## src/rtl/serial_receiver.sv

```systemverilog
// serial_receiver: reassembles SIZE-bit MSB-first chunks into 32-bit words,
// holds each word in a valid/ack output register, and flags output overrun
// and frames truncated by an idle timeout.
module serial_receiver #(
  parameter int SIZE    = 1,
  parameter int TIMEOUT = 64
) (
  input  logic            Clk,
  input  logic            Reset,
  input  logic [SIZE-1:0] Din,
  input  logic            DinValid,
  input  logic            Clear,
  input  logic            DataAck,
  output logic [31:0]     DataOut,
  output logic            DataValid,
  output logic            RxBusy,
  output logic            Overrun,
  output logic            FrameErr
);

  if (!(SIZE == 1 || SIZE == 2 || SIZE == 4 || SIZE == 8 || SIZE == 16 || SIZE == 32)) begin : g_bad_size
    $error("serial_receiver: SIZE must be one of 1, 2, 4, 8, 16, 32");
  end

  localparam logic [0:0] IDLE = 1'b0;
  localparam logic [0:0] RECV = 1'b1;

  // Only the low 32-SIZE bits of the shift register ever reach the assembled
  // word, so the upper SIZE bits are not stored at all.
  localparam int SW = (SIZE >= 32) ? 1 : 32 - SIZE;
  localparam int IW = (TIMEOUT < 2) ? 1 : $clog2(TIMEOUT + 1);

  localparam logic [5:0]    STEP     = 6'(SIZE);
  localparam logic [5:0]    LAST_CNT = 6'(32 - SIZE);
  localparam logic [IW-1:0] TO_LAST  = IW'((TIMEOUT > 0) ? TIMEOUT - 1 : 0);

  logic [0:0]    state;
  logic [SW-1:0] shreg;
  logic [5:0]    cnt;
  logic [IW-1:0] idle_cnt;
  logic [31:0]   word;
  logic          last;
  logic          load;
  logic          timeout;

  if (SIZE >= 32) begin : g_full
    assign word = Din;
  end else begin : g_shift
    assign word = {shreg, Din};
  end

  assign RxBusy = (state == RECV);

  // Completion, output-load and timeout qualifiers for the current edge
  always_comb begin
    last    = (cnt == LAST_CNT);
    load    = DinValid && last && (!DataValid || DataAck);
    timeout = (TIMEOUT != 0) && (state == RECV) && !DinValid && (idle_cnt == TO_LAST);
  end

  // Frame assembly: shift register, chunk counter, idle counter and FSM
  always_ff @(posedge Clk or posedge Reset) begin
    if (Reset) begin
      state    <= IDLE;
      shreg    <= '0;
      cnt      <= '0;
      idle_cnt <= '0;
    end else if (Clear) begin
      state    <= IDLE;
      shreg    <= '0;
      cnt      <= '0;
      idle_cnt <= '0;
    end else if (DinValid) begin
      shreg    <= word[SW-1:0];
      idle_cnt <= '0;
      if (last) begin
        cnt   <= '0;
        state <= IDLE;
      end else begin
        cnt   <= cnt + STEP;
        state <= RECV;
      end
    end else if (timeout) begin
      state    <= IDLE;
      shreg    <= '0;
      cnt      <= '0;
      idle_cnt <= '0;
    end else if (state == RECV) begin
      if (TIMEOUT != 0) idle_cnt <= idle_cnt + 1'b1;
    end else begin
      idle_cnt <= '0;
    end
  end

  // Output register with valid/ack handshake, overrun and frame-error flags
  always_ff @(posedge Clk or posedge Reset) begin
    if (Reset) begin
      DataOut   <= '0;
      DataValid <= 1'b0;
      Overrun   <= 1'b0;
      FrameErr  <= 1'b0;
    end else if (Clear) begin
      DataValid <= 1'b0;
      Overrun   <= 1'b0;
      FrameErr  <= 1'b0;
    end else begin
      FrameErr <= timeout;
      if (DinValid && last && !load) Overrun <= 1'b1;
      if (load) begin
        DataOut   <= word;
        DataValid <= 1'b1;
      end else if (DataAck) begin
        DataValid <= 1'b0;
      end
    end
  end

endmodule
```

## config.mk

```make
export PLATFORM = sky130hd
export DESIGN_NAME = serial_receiver
export DESIGN_NICKNAME = d
export VERILOG_FILES = /design/src/rtl/serial_receiver.sv
export SDC_FILE = /design/constraint.sdc
export NUM_CORES = 1
export LEC_CHECK = 0
export BUFFER_PORTS_ARGS = -buffer_cell sky130_fd_sc_hd__buf_2
export CAP_MARGIN = 15
export CORE_ASPECT_RATIO = 1.4
export CORE_MARGIN = 5
export CORE_UTILIZATION = 50
export CTS_CLUSTER_DIAMETER = 200
export DETAILED_ROUTE_END_ITERATION = 8
export HOLD_SLACK_MARGIN = 0.12
export MAX_ROUTING_LAYER = met4
export PLACE_DENSITY = 0.75
export SKIP_CTS_REPAIR_TIMING = 1
export SLEW_MARGIN = 20
export SYNTH_ARGS = -nofsm -noshare
export SYNTH_HDL_FRONTEND = slang
export SYNTH_SLANG_ARGS = --single-unit
```

## constraint.sdc

```tcl
create_clock -name Clk -period 2.3 [get_ports Clk]
set_input_delay 0.115 -clock Clk [delete_from_list [all_inputs] [get_ports Clk]]
set_output_delay 0.115 -clock Clk [all_outputs]
set_load 0.05 [all_outputs]
```

Word-level counts from Yosys, hierarchy flattened --
Index checks and enable logic that the tools add are counted.
Word-level totals: input bits 6, logic and storage cells 47, register bits after elaboration 80, output and inout port bits 36
Operators by class: add/sub/neg operators 2, reductions and logical operators 13, eq/ne operators 2, bitwise logic cells 1, muxes and demuxes 21
Operator list (number):
- two-way mux 31 bit | 3
- two-way mux 7 bit | 4
- two-way mux 6 bit | 4
- two-way mux 1 bit | 10
- adder 7 x 1 -> 7 bit, second input constant | 1
- equality test 7 x 6 -> 1 bit, second input constant | 1
- adder 6 x 1 -> 6 bit, second input constant | 1
- equality test 6 x 5 -> 1 bit, second input constant | 1
- nonzero test 3 bit | 2
- logical AND 1 bit | 5
- logical NOT 1 bit | 3
- AND reduction 2 bit | 1
- nonzero test 2 bit | 1
- logical OR 1 bit | 1
- inverter 1 bit | 1

Logic depth before layout (Yosys ltp) --
depth after elaboration 7, gate-level depth with buffers 6, gate-level depth less buffers 4

Worst setup path after synthesis --
No wires, ideal clock.
path kind reg2reg, from reg cnt[0], to reg DataOut[0], data arrival time 1.612 ns, buffers on the path 1, period minus slack after synthesis 1.737 ns, setup time 0.125 ns, stages on the path, launching flop included 6, slack 0.563 ns, cells stage by stage dfrtp_1 -> ha_1 -> nand4_1 -> nor3b_4 -> buf_6 -> mux2_2
On the way: word-level cells in the longest chain between the ends 4
Ends and longest elaborated chain:
- start, declared | line 39 | logic [5:0] cnt;
- start signal, assigned | line 80 | cnt <= cnt + STEP;
- equality test 6 x 5 -> 1 bit | line 56 | last = (cnt == LAST_CNT);
- logical AND 1 bit (2 in a row) | line 57 | load = DinValid && last && (!DataValid || DataAck);
- AND reduction 2 bit (no source line)
- end signal, assigned | line 110 | DataOut <= word;
- end, declared | line 14 | output logic [31:0] DataOut,
Every way passes these cells. A chain may end at the register's enable or synchronous reset.

Worst setup path after layout --
from reg cnt[0], to reg DataOut[21]
Same word-level chain as after synthesis.

==> out/metrics.cfg <==
[outcome]
outcome = finished, final reports clean

[clock_tree]
cts_buffers = 9
cts_sinks = 80
htreeDepth = 3
clockBufferDepth = 2
clkTransAtPathRegs_ns = 0.08
tritoncts = built
clk_latency_ns = 0.34
cts_root_buf = clkbuf_8

[timing]
slew_headroom = 0.6171
fmax_mhz = 526.7
period_share = 0.8255
layout_setup_ws_ns = 0.4013
setup_viol = 0
finalSetupTns_ns = 0
fin_crit_ns = 1.899
final_max_slew_viol_count = 0
clock_skew_ns = 0.01131
rsz0062_at_grt = false
finalHoldViolCount = 0
worst_slew_pin_slew_ns = 0.5599

[critical_path]
r2r_slack_ns = 0.40
setup.worst_path.start_class = register
cp_num_buf_inv = 1
crit_type = reg2reg
cp_slowest_cell = dfrtp_1
max_stage_delay_ns = 0.39
critPathRequiredTime_ns = 2.52
worst_ep_arrival_time_ns = 2.12
critPathMaxFanout = 32
path_cells = ha_1 > nand4_1 > nor3b_4 > buf_12 > mux2_2
crit_family = simple AND/OR/NAND/NOR gates
cp-end-kind = register

[finish]
drive_above_1_share = 0.3750
final_util = 0.6181
final_nets = 269
insertedDiodeCount = 0
synthToLayoutAreaGrowth_pct = 18.82

[power_and_ir_drop]
cellLeakagePower_nw = 1.896
pwr_density_cell_nw_per_um2 = 758.7
ir_worst_vdd_mv = 0.3733

[die]
start_util = 0.5202
dieArea_sq_um = 7833
pin_count = 42
core-area_sq_um = 5904
dieWidth_um = 76.25
die_h_um = 102.7
fp-row-count = 33

[yosys]
synth_nets = 217
synth_top_area_frac = 0.6517
synth_area_sq_um = 3072
avgSynthCellArea_sq_um = 14.70
ys_ff_latch = 80
synth_top_area_cell = dfrtp_1
ys_top_cells_by_area = dfrtp_1, mux2_2, a22o_1, buf_6, clkbuf_1
yosysWarnings = 0
netlist_instances = 209
yosysUniqueCellTypes = 34
ys_seq_area_frac = 0.6517

[drt]
firstDrtPassIters = 5
route.vias.total = 1874
viasPerCell = 5.611
route.detailed.drc = 0
wl_per_cell_um = 15.87
drtIter0Drc = 100
wl_um = 5299
ant_nets = 0

[global_route]
antenna_found_initial = 0
track_usage = 0.1521
grt_max_degree = 36
grt_overflow = 0
grt_first_pass_wirelength_um = 9204
grt_pass1_vias = 1909

[placed_design]
dp_hpwl_um = 3482
port_buffers = 41
gp_congestion = 0.8043
place_ws_ns = 0.4323

[run]
cap_violations = 0

[hold_path]
hold_class = in2reg

[metal layers]
metal / track usage / share of wire / up-vias
met5: - / 0 / -
met4: 0.08075 / 0.021 / 0
met3: 0.03934 / 0.060 / 8
met2: 0.2243 / 0.46 / 57
met1: 0.1944 / 0.46 / 938
li1: - / - / 871
[worst min-delay path, stage by stage]
cell and delay [ns]:
buf_2 0.07, nand2b_1 0.14, o21ai_0 0.09
[worst paths after layout]
check	from	end	cells past startpoint
min reg2reg	idle_cnt[0]	idle_cnt[0]	1
min	DataAck	DataValid	3
max reg2reg	cnt[0]	DataOut[21]	5
max in group asynchronous	Reset	DataOut[30]	4
min in group asynchronous	Reset	shreg[22]	3
max	cnt[0]	DataOut[21]	5
[synth_stat cells]
cell type,count
a2111oi_0,1
a211o_1,2
a21oi_1,2
a22o_1,33
a31oi_1,1
buf_2,1
buf_6,3
clkbuf_1,7
dfrtp_1,80
ha_1,2
inv_1,4
mux2_2,32
mux2i_1,1
nand2_1,4
nand2b_1,2
nand3_1,4
nand3b_1,1
nand4_1,2
nor2_1,6
nor2b_1,1
nor3b_1,1
nor3b_4,1
nor4_1,1
o2111a_1,2
o211a_1,1
o21a_1,1
o21ai_0,4
o22ai_1,1
o311ai_1,1
or2_2,1
or3_1,1
or3b_4,1
xnor2_1,2
xor2_1,2
[where the power goes]
| group | total, W | switching [W] | leakage [nW] | internal, W |
|---|---|---|---|---|
| logic | 0.0000989 | 0.0000692 | 0.661 | 0.0000298 |
| registers | 0.00143 | 0.0000147 | 1.11 | 0.00142 |
| clock network | 0.00124 | 0.000468 | 0.121 | 0.000769 |
| total | 0.00277 | 0.000552 | 1.90 | 0.00222 |
[stage by stage]
| step | hold slack [ns] | cell area (sq um) | power [W] | cells |
|---|---|---|---|---|
| detailed placement | 0.1927 | 3368 | 0.001557 | 316 |
| floorplan | 0.2235 | 3072 | 0.001525 | 209 |
| CTS | -0.1850 | 3610 | 0.002798 | 330 |
| global placement | 0.1899 | 3368 | 0.001554 | 316 |
| global route | 0.1397 | 3650 | 0.002861 | 334 |
| finish | 0.1166 | 3650 | 0.002769 | 334 |
[logic make-up (layout without fill, tap and decap cells)]
| logic type | count (synthesis) | after routing | synth area share |
|---|---|---|---|
| simple gates | 26 | 26 | 0.04970 |
| xor+xnor | 4 | 4 | 0.01141 |
| flops | 80 | 80 | 0.6517 |
| compound gates | 49 | 49 | 0.1324 |
| buf+inv | 15 | 70 | 0.02607 |
| fa+ha+maj | 2 | 2 | 0.008145 |
| mux | 33 | 33 | 0.1206 |
[cell usage in the layout (no fill, tap or decap), drive strengths merged]
master	Yosys	final
bufinv	0	3
a2111oi	1	1
a21oi	2	2
o211a	1	1
a211o	2	2
mux2i	1	1
clkinv	0	1
xor2	2	2
a31oi	1	1
a22o	33	33
mux2	32	32
o21ai	4	4
or3	1	1
o2111a	2	2
nand3b	1	1
nor3b	2	2
nor2b	1	1
dlygate4sd3	0	4
buf	4	48
ha	2	2
inv	4	3
or3b	1	1
or2	1	1
clkbuf	7	11
nor2	6	6
nand2	4	4
xnor2	2	2
dfrtp	80	80
o22ai	1	1
nor4	1	1
nand4	2	2
nand3	4	4
o21a	1	1
nand2b	2	2
o311ai	1	1
[layout make-up]
type                    instances  area (sq um)
inverters                       4         16.27
clock buffers                  11         151.4
clock inverters                 3         90.09
repair buffers                 52         310.3
multi-input cells             114         992.2
flip-flops and latches         80          2002
fillers                       459          2255
well taps                      70         87.58
[state kept, by name, indices dropped and copies added (netlist names)]
register   cells
DataOut       32
shreg         31
Overrun        1
DataValid      1
cnt            6
FrameErr       1
idle_cnt       7
RxBusy         1
Power figures use the tool's default switching activity.
